File: src/rtl/end_ptr_gen.sv
// End-pointer generator: walks one filter window through a circular input-feature
// buffer starting at start_ptr, strobing reads and reporting the last address read.
module end_ptr_gen #(
  parameter int ADDR_WIDTH = 16,
  parameter int IF_LENGTH  = 12
) (
  input  logic                  clk,
  input  logic                  rst,
  input  logic                  start,
  input  logic [ADDR_WIDTH-1:0] filter_size,
  input  logic                  sp_valid,
  input  logic [ADDR_WIDTH-1:0] start_ptr,
  input  logic                  data_ready,
  output logic                  rd_en,
  output logic [ADDR_WIDTH-1:0] rd_ptr,
  output logic [ADDR_WIDTH-1:0] end_ptr,
  output logic                  next_start,
  output logic                  rst_p_valid,
  output logic                  busy,
  output logic                  done,
  output logic                  err
);

  typedef enum logic [1:0] {
    IDLE,
    WAIT_SP,
    TRAVERSE,
    DONE
  } state_t;

  // Buffer length widened by one bit so pointer+1 and oversize requests compare without overflow.
  localparam logic [ADDR_WIDTH:0] LEN_EXT = (ADDR_WIDTH+1)'(IF_LENGTH);

  state_t                r_state;
  state_t                w_state_next;
  logic [ADDR_WIDTH-1:0] r_fs;
  logic [ADDR_WIDTH-1:0] r_count;
  logic [ADDR_WIDTH-1:0] r_rd_ptr;
  logic [ADDR_WIDTH-1:0] r_end_ptr;
  logic                  r_err;

  logic                  w_size_ok;
  logic                  w_last;
  logic                  w_rd_en;
  logic [ADDR_WIDTH:0]   w_ptr_inc;
  logic [ADDR_WIDTH-1:0] w_ptr_next;
  logic [ADDR_WIDTH-1:0] w_sp_load;

  assign w_size_ok  = (filter_size != '0) && ({1'b0, filter_size} <= LEN_EXT);
  assign w_last     = (r_count == r_fs - ADDR_WIDTH'(1));
  assign w_rd_en    = (r_state == TRAVERSE) && data_ready;
  assign w_ptr_inc  = {1'b0, r_rd_ptr} + (ADDR_WIDTH+1)'(1);
  assign w_ptr_next = (w_ptr_inc >= LEN_EXT) ? '0 : w_ptr_inc[ADDR_WIDTH-1:0];
  assign w_sp_load  = ({1'b0, start_ptr} >= LEN_EXT) ? '0 : start_ptr;

  // NOTE: sequential state uses non-blocking assignments so every register samples pre-edge values.
  always_ff @(posedge clk or posedge rst) begin
    if (rst) r_state <= IDLE;
    else     r_state <= w_state_next;
  end

  // NOTE: next state defaults to the current state first, so no path leaves it unassigned (no latch).
  always_comb begin
    w_state_next = r_state;
    case (r_state)
      IDLE:     if (start && w_size_ok) w_state_next = WAIT_SP;
      WAIT_SP:  if (sp_valid)           w_state_next = TRAVERSE;
      TRAVERSE: if (w_rd_en && w_last)  w_state_next = DONE;
      DONE:                             w_state_next = IDLE;
      default:                          w_state_next = IDLE;
    endcase
  end

  always_ff @(posedge clk or posedge rst) begin
    if (rst) begin
      r_fs      <= '0;
      r_count   <= '0;
      r_rd_ptr  <= '0;
      r_end_ptr <= '0;
      r_err     <= 1'b0;
    end else begin
      r_err <= 1'b0;
      case (r_state)
        IDLE: begin
          if (start) begin
            r_fs  <= filter_size;
            r_err <= !w_size_ok;
          end
        end
        WAIT_SP: begin
          if (sp_valid) begin
            r_rd_ptr <= w_sp_load;
            r_count  <= '0;
          end
        end
        TRAVERSE: begin
          // The last read leaves rd_ptr on the final address; end_ptr captures it.
          if (w_rd_en) begin
            if (w_last) begin
              r_end_ptr <= r_rd_ptr;
            end else begin
              r_count  <= r_count + ADDR_WIDTH'(1);
              r_rd_ptr <= w_ptr_next;
            end
          end
        end
        default: ;
      endcase
    end
  end

  assign rd_en       = w_rd_en;
  assign rd_ptr      = r_rd_ptr;
  assign end_ptr     = r_end_ptr;
  assign next_start  = (r_state == DONE);
  assign rst_p_valid = (r_state == DONE);
  assign done        = (r_state == DONE);
  assign busy        = (r_state != IDLE);
  assign err         = r_err;

endmodule

File: config.mk
export PLATFORM = sky130hd
export DESIGN_NAME = end_ptr_gen
export DESIGN_NICKNAME = d
export VERILOG_FILES = /design/src/rtl/end_ptr_gen.sv
export SDC_FILE = /design/constraint.sdc
export NUM_CORES = 1
export LEC_CHECK = 0
export CAP_MARGIN = 20
export CORE_UTILIZATION = 47
export DETAILED_ROUTE_END_ITERATION = 8
export PLACE_DENSITY = 0.77
export SLEW_MARGIN = 30
export SYNTH_ARGS = -nofsm -noshare
export SYNTH_HDL_FRONTEND = slang
export SYNTH_SLANG_ARGS = --single-unit
File: constraint.sdc
create_clock -name clk -period 2.74 [get_ports clk]
set_clock_uncertainty 0.05 [all_clocks]
set_input_delay 0.685 -clock clk [delete_from_list [all_inputs] [get_ports clk]]
set_output_delay 0.685 -clock clk [all_outputs]
set_load 0.1 [all_outputs]
Yosys cells after proc, flatten, opt, wreduce, memory -nomap -nowiden
Cells that the tools add are included.
- latch bits: 0
- input bits: 37
- register bits: 67
- ROM bits: 0
- memory bits (writable): 0
- memories: 0
- output and inout bits: 38
- add/subtract/negate cells: 3
- equality and inequality tests: 9
- divide/modulo/power cells: 0
- multiply operators: 0
- bitwise logic cells: 0
- reduce and logical (&&, ||, !) cells: 13
- shifts and indexed selects: 0
- order comparisons: 3
- muxes and demuxes: 16
- operators by type and width (cell ; number):
    $mux W16 ; 8
    $pmux W16 S2 ; 2
    $add A16 B1 Y17 const B ; 1
    $ge A17 B4 Y1 const B ; 1
    $add A16 B1 Y16 const B ; 1
    $eq A16 B16 Y1 ; 1
    $ge A16 B4 Y1 const B ; 1
    $le A16 B4 Y1 const B ; 1
    $reduce_bool A16 Y1 ; 1
    $sub A16 B1 Y16 const B ; 1
    $ne A2 B2 Y1 const B ; 4
    $pmux W2 S4 ; 1
    $mux W2 ; 3
    $reduce_and A3 Y1 ; 2
    $eq A2 B2 Y1 const B ; 2
    $logic_and A1 B1 Y1 ; 4
    $reduce_and A4 Y1 ; 1
    $reduce_bool A2 Y1 ; 2
    $eq A2 B1 Y1 const B ; 1
    $logic_not A2 Y1 ; 1
    $mux W1 ; 2
    $ne A2 B1 Y1 const B ; 1
    $reduce_and A2 Y1 ; 1
    $logic_not A1 Y1 ; 1

Longest topological paths before layout
Gate-level depths: netlist (run 1).
- depth in word-level cells: 6
- gate-level depth with buffers: 11
- gate-level depth less buffers: 10

Worst setup path after synthesis (run 1)
No wires, ideal clock.
- path kind: reg-to-reg
- start: reg r_state[0]
- end: reg r_count[13]
- path buffers: 2
- period minus slack after synthesis: 2934 ps
- required time: 2554 ps
- arrival: 2747 ps
- cell stages (with the launch flop): 10
- slack: -194 ps
- cells stage by stage: dfrtp_1 > inv_1 > ha_1 > and2_1 > clkbuf_1 > o21ai_0 > a41oi_2 > buf_2 > a21o_1 > a21oi_1
- word-level cells in the longest chain between the ends: 4
- elaborated cells on any way between the ends: 9
- classes of those cells: eq/ne: 5; mux: 1; reduce/logical: 3
- RTL lines (what ; RTL line ; RTL):
    from (decl) ; 34 ; state_t r_state;
    from (signal assigned) ; 59 ; else r_state <= w_state_next;
    $eq A2 B2 Y1 ; 51 ; assign w_rd_en = (r_state == TRAVERSE) && data_ready;
    $logic_and A1 B1 Y1 ; 51 ;
    via rd_en ; 14 ; output logic rd_en,
    $ne A2 B2 Y1 (no source line) ; -- ;
    $reduce_and A4 Y1 (no source line) ; -- ;
    to (signal assigned) ; 102 ; r_count <= r_count + ADDR_WIDTH'(1);
    to (decl) ; 37 ; logic [ADDR_WIDTH-1:0] r_count;
The timed path passes the listed nets, and every way through them passes these cells.
A chain may end at the register's enable or synchronous reset.

Worst setup path after layout (run 1)
- start: reg r_fs[0]
- end: reg r_count[6]
- word-level cells in the longest chain between the ends: 4
- RTL lines (what ; RTL line ; RTL):
    from (decl) ; 36 ; logic [ADDR_WIDTH-1:0] r_fs;
    from (signal assigned) ; 86 ; r_fs <= filter_size;
    $sub A16 B1 Y16 ; 50 ; assign w_last = (r_count == r_fs - ADDR_WIDTH'(1));
    $eq A16 B16 Y1 ; 50 ;
    $ne A2 B2 Y1 (no source line) ; -- ;
    $reduce_and A4 Y1 (no source line) ; -- ;
No other way between the ends.

==> impl_results.md, run 1 <==
- Library cell used as clock root buffer: sky130_fd_sc_hd__clkbuf_8
- TritonRoute pass-1 iters: 6
- Maximum number of buffers from clock root to sink: 2
- PnR Total Power: 4.888 mW
- Die Footprint: approximately 8500 um^2
- Power density of the placed cells: a little under 900 nW/um^2
- Leak pwr: ~2.4 nW
- Antenna violations before repair: 0
- Outcome: finished with violations
- Post-route non-filler standard cell count: between 600 and 700
- Last weighted congestion value of the routability-driven placer: slightly above 0.9
- Final cycle utilization of the critical path: 1.059
- Number of placement rows: 32
- Proportion of power drawn by flip-flops and latches: 0.294
- Share of flip-flops with an asynchronous set or reset after synthesis: 1.000
- Violated checks: negative setup slack
- Synthesized area divided by synthesized cell count: about 10 um^2
- TritonCTS Buffers: 9
- Post-layout net count: ~550
- Post-synthesis cell area: 3825 um^2
- Setup crit end kind: flop
- Number of global-route vias before repair: between 3,000 and 4,000
- Sequential cell area in the final layout: around 1700 um^2
- Net count after synthesis: about 430
- Area overhead of the layout relative to synthesis: 44.59%
- Routed length on met3: approximately 540 um
- Number of flip-flops and latches in the synthesized netlist: 67
- Post-route DRC: 0
- Clock Sink Count: 67
- Setup crit start kind: flop
- Worst relative slew slack: 0.5279
- Wire length reported by the detailed router: roughly 11,000 um
- Critical Path Start: r_fs[0]
- Via count: 3,556
- Post-DR wirelength/cell: around 18 um
- Clock tree from TritonCTS: built
- Core box area: 7807 um^2
- Final setup vio count: 33
- Iter 0 DRT Violations: 264
- Placement-stage worst setup slack: -0.2496 ns
- Chip Width: roughly 92 um
- Switching power total: about 2.2 mW
- Area occupied by multi-input gates: 2328 um^2
- Fill count: ~560
- Required time at the worst-slack endpoint: about 3.0 ns
- Layout cells sized above 1: 0.4059
- Top routing layer used: met4
- Relative contribution of the clock network to total power: 0.181
- Detail Placement HPWL: between 7000 and 8000 um
- Achievable Freq: roughly 340 MHz
- Vertical die dimension: 92.21 um
- Clock insertion delay at the later pin of the skew report: around 0.36 ns
- Combinational share of power: 0.525
- Setup repair after global routing missed its margin: yes
- Number of slew-limit violations in the final report: 0
- Final ANT Viol Nets: 0
- Most frequent cells in the layout: sky130_fd_sc_hd__buf_4, sky130_fd_sc_hd__dfrtp_1, sky130_fd_sc_hd__clkdlybuf4s50_1
- Inst Count DP: a little under 600
- Synthesized netlist cell count: ~380
- Number of synthesized flops with an enable pin: 0
- Commonest non-fill, non-tap cell in the layout: sky130_fd_sc_hd__buf_4
- Met1 Routed Length: 4566 um
- Global-route wire length before repair: around 17,000 um
- Net Sw Frac: 0.4467
- Detail Route met2 WL: 5467 um
- Worst vdd ir: 1.135 mV
- Beginning of the worst register-to-register path: r_fs[0]
- GR Overflow Total: 0
- Number of distinct standard cells referenced by the synthesized netlist: 56
- Arrival time worst endpoint: between 3 and 4 ns
- CP Max Fanout: 6
- Critical path type: reg2reg
- CTS clock-pin slew for the worst setup and hold paths: roughly 0.08 ns
- Maximum number of pins on one net before global-route repair: 25
- Via/cell ratio: between 5 and 6
- Hold WC Path Type: reg2reg
- Antenna diode instance count: 0
- Quantity of I/O buffers inserted on ports: 74
- Deepest level of the CTS H-tree: 3
- Transition time of the tightest slew-check pin: 0.7065 ns
- Max-cap violation count: 0
- I/O pin count: 75
- Sequential fraction of the synthesis area: 0.4383
- Number of synthesis warnings: 0
- Most frequently used flop master after synthesis: sky130_fd_sc_hd__dfrtp_1
- Hold Crit Start: end_ptr[12]
- Final worst slack: -0.1611 ns
- Shortest clock period the worst path allows after layout: approximately 2.9 ns
- Cell-internal power: roughly 2.7 mW
- Final hold violation count: 0
- Combined global-route utilization of all metal layers: 0.2498
- Starting density of the core: 0.4899
-- worst paths after layout --
path | to | slack [ns] | depth (start not counted)
worst max-delay path | r_count[6] | -0.16 | 8
worst min-delay path | end_ptr[12] | 0.46 | 1
worst max register to register | r_count[6] | -0.16 | 8
worst min register to register | end_ptr[12] | 0.46 | 1
max in group asynchronous | rd_ptr[9] | 1.44 | 3
min in group asynchronous | err | 0.66 | 2
-- worst max-delay path: stages (launching register included) --
cell	delay [ns]
sky130_fd_sc_hd__dfrtp_1	0.43
sky130_fd_sc_hd__or4_4	0.54
sky130_fd_sc_hd__or3_4	0.40
sky130_fd_sc_hd__a32oi_4	0.25
sky130_fd_sc_hd__o31ai_4	0.13
sky130_fd_sc_hd__nand4_4	0.19
sky130_fd_sc_hd__nand3_4	0.14
sky130_fd_sc_hd__or4_1	0.54
sky130_fd_sc_hd__a21oi_1	0.15
-- cells in the mapped netlist (all sizes together) (2+ instances only) --
master	instances	area, um^2
dfrtp	67	1677
mux2	36	409.1
nand2	25	93.84
nand3	21	117.6
nor2	18	67.56
inv	17	63.81
nor2b	17	106.4
a21oi	16	80.08
nor4	14	87.58
nor3	10	50.05
buf	9	58.80
clkbuf	9	33.78
o21ai	9	45.04
o31ai	9	72.57
or4	9	71.32
xnor2	9	78.83
ha	8	100.1
and3	7	43.79
nand4	7	50.05
o211ai	6	45.04
and2	5	33.78
xor2	5	43.79
a31oi	4	25.02
and4	4	35.03
mux2i	4	40.04
a211oi	3	22.52
a21o	3	22.52
a32oi	3	26.28
and3b	3	26.28
nand2b	3	18.77
or3	3	18.77
a31o	2	17.52
or2	2	12.51
or3b	2	17.52
-- power groups by stage --
stage | Combinational (mW) | Sequential (mW) | Clock [mW]
6_report | 2.57 | 1.44 | 0.885
5_1_grt | 2.71 | 1.46 | 0.938
4_1_cts | 2.34 | 1.43 | 0.888
3_5_place_dp | 2.25 | 1.45 | 0
3_3_place_gp | 2.20 | 1.44 | 0
2_1_floorplan | 1.36 | 1.62 | 0
-- per-stage QoR --
stage | cell area [um^2] | util | hold WS (ns) | setup TNS (ns)
2_1_floorplan | 3908 | - | 0.4495 | -0.3392
3_3_place_gp | 4952 | 0.6343 | 0.4412 | -1.717
3_5_place_dp | 4952 | 0.6343 | 0.4486 | -3.938
4_1_cts | 5263 | 0.6740 | 0.4677 | -0.8232
5_1_grt | 5530 | 0.7083 | 0.4835 | -6.649
6_report | 5530 | 0.7083 | 0.4633 | -2.946
-- layout make-up --
type / instances / area share
Timing Repair Buffer: 125 / 0.2014
Clock inverter: 7 / 0.01493
Inverter: 17 / 0.01154
Tap cell: 102 / 0.02308
Sequential cell: 67 / 0.3057
Clock buffer: 9 / 0.02240
Multi-Input combinational cell: 280 / 0.4210
-- logic make-up (layout without fill, tap and decap cells) --
kind of cell / count (synthesis) / in the layout / share of synthesized area
and+or+nand+nor: 154 / 155 / 0.2309
buffers and inverters: 35 / 158 / 0.04089
AOI/OAI and AO/OA: 63 / 63 / 0.1142
DFF: 67 / 67 / 0.4383
xor gates and xnor gates: 14 / 14 / 0.03206
adders and majority gates: 8 / 8 / 0.02617
muxes: 40 / 40 / 0.1174
-- timing repair --
item	CTS	global route
hold buffers	0	0
cloned	1	0
pin swaps	12	28
setup buffers	4	6
resized for setup	17	47
endpoints found under the setup margin	36	36
-- layer usage --
metal / track usage / up-vias
met5: 0 / -
met2: 0.4198 / 147
met1: 0.3230 / 1736
li1: - / 1642
met3: 0.04726 / 31
met4: 0.08464 / 0
-- sequential cells by signal (all words and copies together) (netlist names) --
register and flops:
err 1, r_fs 16, rd_ptr 16, r_count 16
end_ptr 16, r_state 2
(Power assumes the default switching activity.)
==> inputs of run 2 (changes only) <==
--- a/config.mk
+++ b/config.mk
@@ -6,9 +6,9 @@
 export NUM_CORES = 1
 export LEC_CHECK = 0
 export CAP_MARGIN = 20
-export CORE_UTILIZATION = 47
+export CORE_UTILIZATION = 52
 export DETAILED_ROUTE_END_ITERATION = 8
-export PLACE_DENSITY = 0.77
+export PLACE_DENSITY = 0.8
 export SLEW_MARGIN = 30
 export SYNTH_ARGS = -nofsm -noshare
 export SYNTH_HDL_FRONTEND = slang
==> constraint.sdc (replaced) <==
create_clock -name clk -period 2.8 [get_ports clk]
set_clock_uncertainty 0.05 [all_clocks]
set_input_delay 0.7 -clock clk [delete_from_list [all_inputs] [get_ports clk]]
set_output_delay 0.7 -clock clk [all_outputs]
set_load 0.1 [all_outputs]
==> run 2 against run 1 <==
Net effect:
- the flow still finishes with violations (negative setup slack)
- clock power rose by 0.8%
- via count fell by 0.76%
- combinational power fell by 7%
- critical path depth rose by 3
- routed wire length fell by 2.7%
- power fell by 4.3%
- global-route usage rose by 1.4 points
- hold slack improved by 0.0053 ns
- clock-buffer cell count rose by 1
- critical endpoint is now end_ptr[15]
- largest power group unchanged
- highest routed layer unchanged
==> impl_results.md, run 2 (synthesized netlist as in run 1, its figures left out) <==
- Outcome: finished with violations
- Violated checks: negative setup slack
- CTS clock-pin slew for the worst setup and hold paths: 0.08 ns (about the same)
- Largest stage delay on the critical path: 0.41 ns (-0.13 ns)
- Standard cell with the maximum stage delay on the critical path: sky130_fd_sc_hd__dfrtp_1
- Antenna violations before repair: 0 (unchanged)
- Post-route design area: 5353 um^2 (-3.2%)
- Starting density of the core: 0.5508 (+0.06091)
- Area overhead of the layout relative to synthesis: 39.94%
- Die Footprint: 7703 um^2 (-9.4%)
- Antenna diode instance count: 0 (unchanged)
- Detail Placement HPWL: 7240 um (+1.1%)
- Setup crit start kind: flop
- Total of hold buffers inserted after clock tree synthesis: 0 (unchanged)
- Final cycle utilization of the critical path: 1.010 (-0.04831)
- Setup repair after global routing missed its margin: yes
- Final ANT Viol Nets: 0 (unchanged)
- Post-layout net count: 535 (-1.8%)
- Library cell used as clock root buffer: sky130_fd_sc_hd__clkbuf_8
- Required time at the worst-slack endpoint: 2.98 ns (about the same)
- Worst hold path cell count: 1 (unchanged)
- Number of placement rows: 30 (-6.3%)
- GR Overflow Total: 0 (unchanged)
- Layout cells sized above 1: 0.3495 (-0.05645)
- TNS Setup: -0.1576 ns (+2.789 ns)
- Clock insertion delay at the later pin of the skew report: 0.35 ns (about the same)
- Commonest non-fill, non-tap cell in the layout: sky130_fd_sc_hd__buf_4
- Final setup vio count: 9 (-73%)
- Post-DR wirelength/cell: 17.86 um (about the same)
- Number of cells on the worst reg-to-reg path: 11 (+3)
- Iter 0 DRT Violations: 297 (+13%)
- Via count: 3,529 (-0.76%)
- Number of slew-limit violations in the final report: 0 (unchanged)
- Wire length reported by the detailed router: 10,560 um (-2.7%)
- Worst vdd ir: 1.132 mV (-0.28%)
- Global-route wire length before repair: 15,620 um (-6.2%)
- Maximum number of pins on one net before global-route repair: 68 (+170%)
- Most frequent cells in the layout: sky130_fd_sc_hd__buf_4, sky130_fd_sc_hd__dfrtp_1, sky130_fd_sc_hd__clkdlybuf4s50_1
- Chip Width: 87.77 um (-4.8%)
- Via/cell ratio: 5.971 (+1.9%)
- Quantity of I/O buffers inserted on ports: 74 (unchanged)
- Vertical die dimension: 87.77 um (-4.8%)
- Achievable Freq: 353.4 MHz (+2.5%)
- Clock Sink Count: 67 (unchanged)
- Critical path type: reg2reg
- I/O pin count: 75 (unchanged)
- Cell area after placement: 4820 um^2 (-2.7%)
- Leak pwr: 2.372 nW (-1.2%)
- Series of cell instances along the critical path: buf_4 > buf_4 > nor3b_1 > buf_4 > and4_1 > o211ai_1 > a211oi_2 > nand4_4 > nor2b_4 > clkbuf_16 > mux2_4
- Final worst slack: -0.02935 ns (+0.1317 ns)
- Most frequent CP cell: sky130_fd_sc_hd__buf_4
- Number of global-route vias before repair: 3,365 (-3.8%)
- Post-route DRC: 0 (unchanged)
- Max-cap violation count: 0 (unchanged)
- Worst relative slew slack: 0.4907 (-0.03715)
- Hold WC Path Type: reg2reg
- Setup crit end kind: flop
- Final hold violation count: 0 (unchanged)
- PnR Total Power: 4.678 mW (-4.3%)
- Deepest level of the CTS H-tree: 3 (unchanged)
- CP Max Fanout: 8 (+2)
- Transition time of the tightest slew-check pin: 0.7621 ns (+0.05558 ns)
- Maximum number of buffers from clock root to sink: 2 (unchanged)
- Core box area: 6944 um^2 (-11%)
- Last weighted congestion value of the routability-driven placer: 0.8489 (-6.6%)
- Arrival time worst endpoint: 3.01 ns (-0.13 ns)
- Combined global-route utilization of all metal layers: 0.2640 (+0.01422)
- TritonRoute pass-1 iters: 5 (-1)
- Clock tree from TritonCTS: built
- TritonCTS Buffers: 9 (unchanged)
- Shortest clock period the worst path allows after layout: 2.829 ns (-0.07174 ns)
- Power density of the placed cells: 874.0 nW/um^2 (-1.1%)
## run 2: layout make-up
type | instances | area [um^2]
Multi-Input combinational cell | 280 | 2240
Sequential cell | 67 | 1682
Fill cell | 442 | 1592
Timing Repair Buffer | 115 | 1031
Clock buffer | 10 | 127.6
Tap cell | 96 | 120.1
Clock inverter | 6 | 88.84
Inverter | 17 | 63.81
## run 2: routing by layer
layer | share of wire | vias to the layer above | wire length [um] | GRT usage
li1 | - | 1628 | - | -
met1 | 0.44 | 1752 | 4606 | 0.3516
met2 | 0.50 | 130 | 5250 | 0.4348
met3 | 0.048 | 19 | 503 | 0.04241
met4 | 0.018 | 0 | 195 | 0.09687
met5 | 0 | - | 0 | 0
## run 2: worst paths after layout
check / start / slack [ns] / end
max in group asynchronous: rst / 1.70 / rd_ptr[1]
setup reg to reg: r_fs[2] / -0.03 / end_ptr[15]
hold / removal: end_ptr[6] / 0.47 / end_ptr[6]
hold reg to reg: end_ptr[6] / 0.47 / end_ptr[6]
min in group asynchronous: rst / 0.70 / rd_ptr[2]
setup / recovery: r_fs[2] / -0.03 / end_ptr[15]
## run 2: what timing repair did
action	in CTS	in global routing
resized for setup	10	47
pin swaps	5	21
setup buffers	5	2
gates cloned	0	2
setup endpoints to repair	34	45
## run 2: worst max-delay path: cells and delay by family, from the launching register on
family / cells / cell delay [ns]
compound gates: 2 / 0.40
buf+inv: 4 / 0.68
flops: 1 / 0.41
mux: 1 / 0.30
simple gates: 4 / 0.87
## run 2: metrics by stage
step | hold WS, ns | utilization | setup WS, ns | cells
2_1_floorplan | 0.4495 | - | 0.0009959 | 381
3_3_place_gp | 0.4410 | 0.6941 | -0.2674 | 567
3_5_place_dp | 0.4477 | 0.6941 | -0.3228 | 567
4_1_cts | 0.4649 | 0.7378 | -0.03596 | 588
5_1_grt | 0.4891 | 0.7708 | -0.1272 | 591
6_report | 0.4686 | 0.7708 | -0.02935 | 591
## run 2: report_power, final
part | internal (mW) | switching (mW)
clock network | 0.503 | 0.389
registers | 1.16 | 0.222
logic | 0.998 | 1.40
==> inputs of run 3 (changes only) <==
--- a/config.mk
+++ b/config.mk
@@ -9,7 +9,6 @@
 export CORE_UTILIZATION = 52
 export DETAILED_ROUTE_END_ITERATION = 8
 export PLACE_DENSITY = 0.8
-export SLEW_MARGIN = 30
 export SYNTH_ARGS = -nofsm -noshare
 export SYNTH_HDL_FRONTEND = slang
 export SYNTH_SLANG_ARGS = --single-unit
==> results of run 3 <==
Same layout as run 2: the final DEF is identical, and so are final timing and power.
